File: src/rtl/sfu_accum.sv
// Multi-pass psum accumulator with saturating/ReLU drain behind the OFIFO.
// Optional sticky per-channel saturation flags: define SFU_SAT_FLAG_EN.
module sfu_accum #(
  parameter int col     = 8,
  parameter int psum_bw = 16,
  parameter int acc_bw  = 20,
  parameter int depth   = 16,
  parameter int pass_bw = 4
) (
  input  logic                   clk,
  input  logic                   reset,
  input  logic                   start,
  input  logic                   mode,
  input  logic [pass_bw-1:0]     num_pass,
  input  logic                   relu_en,
  input  logic                   in_valid,
  output logic                   in_ready,
  input  logic [col*psum_bw-1:0] in_data,
  output logic                   out_valid,
  input  logic                   out_ready,
  output logic [col*psum_bw-1:0] out_data,
  output logic                   busy,
  output logic                   done
`ifdef SFU_SAT_FLAG_EN
  ,output logic [col-1:0]        sat_flag
`endif
);

  localparam int aw = (depth > 1) ? $clog2(depth) : 1;
  localparam logic [aw-1:0]      LAST  = aw'(depth - 1);
  localparam logic [pass_bw-1:0] ONE_P = pass_bw'(1);
  localparam logic signed [acc_bw-1:0] SMAX =
    {{(acc_bw-psum_bw+1){1'b0}}, {(psum_bw-1){1'b1}}};
  localparam logic signed [acc_bw-1:0] SMIN =
    {{(acc_bw-psum_bw+1){1'b1}}, {(psum_bw-1){1'b0}}};

  typedef enum logic [1:0] {IDLE = 2'd0, ACCUM = 2'd1, DRAIN = 2'd2} state_e;

  state_e               state_q, state_d;
  logic [aw-1:0]        widx_q, widx_d, ridx_q, ridx_d;
  logic [pass_bw-1:0]   pass_q, pass_d, np_q, np_d;
  logic                 relu_q, relu_d, done_q, done_d;
  logic                 bank_we;
  logic signed [acc_bw-1:0] bank_q [depth][col];
  logic signed [acc_bw-1:0] wr_d [col];
  logic [col*psum_bw-1:0]   drain_data;
`ifdef SFU_SAT_FLAG_EN
  logic [col-1:0]       sat_hit, sat_q, sat_d;
`endif

  always_comb begin : p_datapath
    logic signed [acc_bw-1:0]  ext, acc;
    logic signed [psum_bw-1:0] res;
    ext        = '0;
    acc        = '0;
    res        = '0;
    wr_d       = '{default: '0};
    drain_data = '0;
`ifdef SFU_SAT_FLAG_EN
    sat_hit    = '0;
`endif
    for (int unsigned c = 0; c < col; c++) begin
      ext = {{(acc_bw-psum_bw){in_data[c*psum_bw + psum_bw - 1]}},
             in_data[c*psum_bw +: psum_bw]};
      // Pass 0 overwrites, so the bank never needs clearing between runs.
      wr_d[c] = (pass_q == '0) ? ext : bank_q[widx_q][c] + ext;

      acc = bank_q[ridx_q][c];
      if (acc > SMAX)      res = SMAX[psum_bw-1:0];
      else if (acc < SMIN) res = SMIN[psum_bw-1:0];
      else                 res = acc[psum_bw-1:0];
      if (relu_q && res[psum_bw-1]) res = '0;
      drain_data[c*psum_bw +: psum_bw] = res;
`ifdef SFU_SAT_FLAG_EN
      sat_hit[c] = (acc > SMAX) || (acc < SMIN);
`endif
    end
  end

  always_comb begin : p_fsm
    state_d = state_q;
    widx_d  = widx_q;
    ridx_d  = ridx_q;
    pass_d  = pass_q;
    np_d    = np_q;
    relu_d  = relu_q;
    done_d  = 1'b0;
    bank_we = 1'b0;
    case (state_q)
      IDLE: begin
        if (start) begin
          state_d = ACCUM;
          np_d    = (mode || num_pass == '0) ? ONE_P : num_pass;
          relu_d  = relu_en;
          widx_d  = '0;
          pass_d  = '0;
          ridx_d  = '0;
        end
      end
      ACCUM: begin
        if (in_valid) begin
          bank_we = 1'b1;
          widx_d  = widx_q + 1'b1;
          if (widx_q == LAST) begin
            widx_d = '0;
            pass_d = pass_q + ONE_P;
            if (pass_q == np_q - ONE_P) state_d = DRAIN;
          end
        end
      end
      DRAIN: begin
        if (out_ready) begin
          ridx_d = ridx_q + 1'b1;
          if (ridx_q == LAST) begin
            state_d = IDLE;
            done_d  = 1'b1;
          end
        end
      end
      default: state_d = IDLE;
    endcase
  end

`ifdef SFU_SAT_FLAG_EN
  always_comb begin
    sat_d = sat_q;
    if (state_q == IDLE && start)            sat_d = '0;
    else if (state_q == DRAIN && out_ready)  sat_d = sat_q | sat_hit;
  end
`endif

  always_ff @(posedge clk or negedge reset) begin
    if (!reset) begin
      state_q <= IDLE;
      widx_q  <= '0;
      ridx_q  <= '0;
      pass_q  <= '0;
      np_q    <= '0;
      relu_q  <= 1'b0;
      done_q  <= 1'b0;
`ifdef SFU_SAT_FLAG_EN
      sat_q   <= '0;
`endif
    end else begin
      state_q <= state_d;
      widx_q  <= widx_d;
      ridx_q  <= ridx_d;
      pass_q  <= pass_d;
      np_q    <= np_d;
      relu_q  <= relu_d;
      done_q  <= done_d;
`ifdef SFU_SAT_FLAG_EN
      sat_q   <= sat_d;
`endif
    end
  end

  always_ff @(posedge clk) begin
    if (bank_we) begin
      for (int unsigned c = 0; c < col; c++) bank_q[widx_q][c] <= wr_d[c];
    end
  end

  assign in_ready  = (state_q == ACCUM);
  assign out_valid = (state_q == DRAIN);
  assign busy      = (state_q != IDLE);
  assign done      = done_q;
  assign out_data  = (state_q == DRAIN) ? drain_data : '0;
`ifdef SFU_SAT_FLAG_EN
  assign sat_flag  = sat_q;
`endif

endmodule

File: config.mk
export PLATFORM = sky130hd
export DESIGN_NAME = sfu_accum
export DESIGN_NICKNAME = d
export VERILOG_FILES = /design/src/rtl/sfu_accum.sv
export SDC_FILE = /design/constraint.sdc
export NUM_CORES = 2
export LEC_CHECK = 0
export ABC_AREA = 0
export BUFFER_PORTS_ARGS = -buffer_cell sky130_fd_sc_hd__clkbuf_2
export CAP_MARGIN = 10
export CORE_UTILIZATION = 40
export CTS_CLUSTER_SIZE = 30
export DETAILED_ROUTE_END_ITERATION = 10
export PLACE_DENSITY = 0.61
export SLEW_MARGIN = 25
export SYNTH_ARGS = -nofsm -noshare
export SYNTH_HDL_FRONTEND = slang
export SYNTH_SLANG_ARGS = --single-unit
File: constraint.sdc
create_clock -name clk -period 19.54 [get_ports clk]
set_clock_uncertainty 0.05 [all_clocks]
set_input_delay 5.862 -clock clk [delete_from_list [all_inputs] [get_ports clk]]
set_output_delay 5.862 -clock clk [all_outputs]
set_load 0.03 [all_outputs]
# Yosys cells after proc, flatten, opt, wreduce, memory -nomap -nowiden
# Memories as Yosys holds them, arrays and structs flattened.
# Cells that the tools add are included.
[totals]
elab_cells = 124
reg_bits = 20
ram_bits = 2560
output_inout_bits = 132
mem_count = 1
input_bits = 139
[op_classes]
eq_ne = 11
order_cmp = 16
add_sub_neg = 12
n_mux = 57
reduce_logical = 20
[mem_list]
columns = ["name", "words", "word_bits", "rd", "rd_clocked_by_memory_dff", "write_ports", "line", "rtl"]
rows = [
  ["bank_q", 16, 160, 2, 0, 1, "44", "logic signed [acc_bw-1:0] bank_q [depth][col];"],
]
[op_table]
columns = ["cell", "count"]
rows = [
  ["$mux 16", 24],
  ["$add 20x16->20", 8],
  ["$gt 20x16->1 const B", 8],
  ["$lt 20x16->1 const B", 8],
  ["$mux 20", 8],
  ["$mux 128", 1],
  ["$mux 4", 7],
  ["$pmux 4 s2", 3],
  ["$add 4x1->4 const B", 3],
  ["$mux 2", 6],
  ["$eq 4x4->1 const B", 2],
  ["$logic_and 1x1->1", 8],
  ["$logic_not 4->1", 2],
  ["$ne 2x1->1 const B", 4],
  ["$mux 1", 7],
  ["$pmux 2 s3", 1],
  ["$reduce_and 3->1", 2],
  ["$reduce_and 6->1", 1],
  ["$reduce_bool 2->1", 3],
  ["$eq 4x4->1", 1],
  ["$ne 2x2->1 const B", 2],
  ["$reduce_and 4->1", 1],
  ["$sub 4x1->4 const B", 1],
  ["$eq 2x1->1 const B", 1],
  ["4 further kinds", 4],
]

# Longest topological paths before layout
# An unclocked memory read counts as a cell.
[logic_depth]
ltp_word = 7
depth_mapped = 16
mapped_depth_nobuf = 12

# Worst setup path after synthesis
# Ideal clock, no wire load.
[synth_path]
path_kind = "input-to-reg"
startpoint = "in in_valid"
endpoint = "mem bank_q[3][0] in the netlist's numbering, enable pin"
path_buffers = 0
stages = 3
t_required_ns = 18.615
setup_slack_ns = 1.668
setup_ns = 0.875
arrival_ns = 16.946
path_cell_list = "and2_1 -> nand2_1 -> nor3_1"
[synth_via]
elab_chain_cells = 4
[synth_rtl]
columns = ["element", "line", "rtl"]
rows = [
  ["start: declaration", "16", "input logic in_valid,"],
  ["$mux 1", "101", "if (in_valid) begin"],
  ["$mux 1", "89", "case (state_q)"],
  ["$mux 1", "159", "if (bank_we) begin"],
  ["$mux 1 (implied by the code)", "160", "for (int unsigned c = 0; c < col; c++) bank_q[widx_q][c] <= wr_d[c];"],
  ["end: declaration", "44", ""],
]
# Every way passes these cells.

# Worst setup path after layout
[layout_path]
startpoint = "reg ridx_q[1]"
endpoint = "out out_data[33]"
[layout_via]
elab_chain_cells = 7
word_cells_on_any_way = 8
classes_between = "2 x order compare; 4 x mux; 1 x reduce/logical; 1 x memory"
[layout_rtl]
columns = ["element", "line", "rtl"]
rows = [
  ["start: declaration", "40", "logic [aw-1:0] widx_q, widx_d, ridx_q, ridx_d;"],
  ["start signal: assignment", "147", "ridx_q <= ridx_d;"],
  ["$mem_v2 16x160 (*)", "-", ""],
  ["$lt 20x16->1", "70", "else if (acc < SMIN) res = SMIN[psum_bw-1:0];"],
  ["$mux 16", "70", ""],
  ["$mux 16 (*)", "69", "if (acc > SMAX) res = SMAX[psum_bw-1:0];"],
  ["$logic_and 1x1->1", "72", "if (relu_q && res[psum_bw-1]) res = '0;"],
  ["$mux 16 (*)", "72", ""],
  ["$mux 128 (*)", "168", "assign out_data = (state_q == DRAIN) ? drain_data : '0;"],
  ["end: declaration", "21", "output logic [col*psum_bw-1:0] out_data,"],
]
# Every way passes the cells marked *; elsewhere a longest branch is shown, timed or not.

==> metrics.md <==
| Metric | Value |
|---|---|
| Register area share after synthesis | 61.1% |
| Die W | 565 µm |
| Detailed Place HPWL | 202000 µm |
| First DRT Iteration DRCs | 7712 |
| Ranking of synthesized cells by area | edfxtp_1 (61%), mux4_2 (27%), ha_1 (1.6%), o21ai_0 (0.95%), nand2_1 (0.89%) |
| Routed vias/inst | 6.33 |
| Initial core utilization | 40.2% |
| R2R setup slack | 11770 ps |
| Post-CTS Hold Buffers | 0 |
| Max Freq | 81.8 MHz |
| Terminus of the critical flop-to-flop path | bank_q[7][99] |
| VDD IR-drop max | 0.135 mV |
| Syn Area/Cell | 19.4 µm² |
| Max Buffers Root-to-Sink | 4 |
| Port Buffer Count | 270 |
| Final period util | 62.6% |
| Area leader, netlist | edfxtp_1 |
| Non-Filler Instances | 11200 |
| Worst-margin pin slew | 1120 ps |
| GRT Resource Usage Total | 22.7% |
| Wirelength per Cell | 32.5 µm |
| Core area | 315000 µm² |
| Root Buffer | clkbuf_16 |
| Multiplexer share of the synthesized area | 27.6% |
| Final Setup Violations | 0 |
| Power, Total | 25.0 mW |
| Routed Antenna Nets | 0 |
| Max-slew headroom | 25.3% |
| First-pass GRT wire length | 523000 µm |
| Mapped Cells | 6517 |
| Largest net degree at the start of global routing | 147 |
| IO Pins | 271 |
| Main synth FF type | edfxtp_1 |
| Final Slew Violations | 0 |
| Asr flop ratio synth | 0.775% |
| Arr. time, crit path | 6320 ps |
| Simple-gate share of the synthesized area | 2.79% |
| Xor/xnor share of the synthesized area | 0.844% |
| Placed Area | 133000 µm² |
| Fin. Hold Viols | 0 |
| Fraction of the mapped netlist area in adder cells | 1.71% |
| Area Growth Syn to Fin | 12.7% |
| Worst min-delay path category | flop to flop |
| Clk_lat worst skew | 910 ps |
| Worst reg2reg startpoint | widx_q[0] |
| Num CTS Buffers | 285 |
| Critical Path RT | 13630 ps |
| CTS tree | yes |
| Post-synthesis register bit count | 2580 |
| Total number of yosys warnings | 0 |
| Clk pin slew, worst setup/hold paths | 60 ps |
| DRT Wirelength | 365000 µm |
| Die ar. | 319000 µm² |
| Netlist cell types | 75 |
| Post-synth EDFFs | 2560 |
| Crit end category | primary output |
| Via count | 71000 |
| Min Tclk post-route | 12230 ps |
| Cell Area, Synth | 127000 µm² |
| Startpoint types | flop |
| Critical path class | flop to primary output |
| Setup Buffers After CTS | 0 |
| Hold Crit Depth | 2 |
| Crit-path max FO | 73 |
| R2R cell count | 14 |
| Die Ht | 565 µm |
| RePlAce Congestion | 0.800 |
| Compound-gate portion of the synthesized area | 4.02% |
| Status | finished clean |
| Worst Hold Path EP | np_q[3] |
| Post-layout util | 45.3% |
| Router iterations before antenna repair | 6 |
| Inst Count DP | 10700 |
| Post-CTS sizing | 0 |
| Unrepaired setup endpoints after global routing | no |
| Synth top area share | 60.7% |
| Initial antenna violation count | 33 |
| Layout cell share with drive strength beyond 1 | 36.1% |
| Synthesized Nets | 6824 |
| Fin area | 143000 µm² |
| Top-count cell post-synth | edfxtp_1 |
| Max Cap Viol | 0 |
| Final routed DRC violation total | 0 |
| Fin Setup TNS | 0 ps |
| Vias in the first global route | 72900 |
| PD cells | 175 nW/µm² |
| Clock sinks | 2580 |
| Largest family of logic cells by synthesized area | multiplexers |
| Leak | 44.3 nW |
| Nets | 7127 |
| Num rows | 206 |
| Commonest cells in the netlist | edfxtp_1 (2560), mux4_2 (1525), nand2_1 (299), o21ai_0 (241), clkbuf_1 (213) |
| H-tree lvl count | 5 |
| Gr ovfl total | 0 |
| Hold Crit Start | np_q[3] |
## layout by cell type, fill, tap and decap left out, types with 46 or more instances in the layout
cell       count
edfxtp_1    2560
mux4_2      1525
nand2_1      299
clkbuf_16    290
clkbuf_2     270
o21ai_0      235
buf_4        164
ha_1         160
a21oi_1      147
nor2_1       145
xor2_1        69
clkinv_1      69
a21oi_2       62
inv_1         60
a21o_1        57
a22oi_1       52
clkbuf_1      52
mux2i_1       51
xnor2_1       46
## state kept, by name, indices dropped and copies added, names as in the netlist
| name | count |
|---|---|
| bank_q | 2560 |
| done | 1 |
| np_q | 4 |
| pass_q | 4 |
| relu_q | 1 |
| ridx_q | 4 |
| state_q | 2 |
| widx_q | 4 |
## through the flow
step	worst slack [ps]	hold slack [ps]
final	7310	475
after global routing	7060	510
after CTS	7020	493
after detailed placement	8040	470
after global placement	7920	454
after floorplan	1670	410
## metal layers
layer / vias up / wire (µm) / GRT usage (%)
li1: 28800 / - / -
met1: 38700 / 146000 / 30.9
met2: 2972 / 182000 / 38.0
met3: 533 / 26400 / 3.56
met4: 14 / 9410 / 6.37
met5: - / 90 / 0
## worst max-delay path by stage
| stage | cells past startpoint | end | from | slack [ps] |
|---|---|---|---|---|
| final | 9 | out_data[33] | ridx_q[1] | 7310 |
| after global routing | 9 | out_data[32] | ridx_q[0] | 7060 |
| after CTS | 10 | out_data[14] | ridx_q[1] | 7020 |
| after detailed placement | 10 | out_data[14] | ridx_q[1] | 8040 |
| after global placement | 9 | out_data[35] | ridx_q[1] | 7920 |
| after floorplan | 3 | bank_q[3][0] | in_valid | 1670 |
## layout make-up
class                           count  area (µm²)
Fill cell                       26600      172000
Sequential cell                  2580       77400
Multi-Input combinational cell   3420       47300
Clock buffer                      343        7470
Tap cell                         4160        5200
Timing Repair Buffer              470        3280
Clock inverter                    165        1670
Inverter                           63         249
Antenna cell                       18        45.0
## cells by family after synthesis
logic type	Yosys count
buf+inv	517
simple gates	737
fa+ha+maj	168
mux	1586
flops	2580
xor+xnor	122
compound gates	807
## critical path: stages, from the launching register on
cell and delay, ps:
dfrtp_4 960, buf_4 800, buf_6 730, mux4_2 410, a22oi_1 220, nand2_1 140, or4_1 560, nand3b_1 820
o21ai_0 260, clkbuf_2 260
## report_power, final
group | internal [mW] | leakage [nW] | switching [mW]
logic | 3.90 | 16.5 | 6.34
registers | 9.07 | 23.4 | 0.307
clock network | 3.09 | 4.45 | 2.26
No activity file was read; power rests on OpenSTA's default activity.
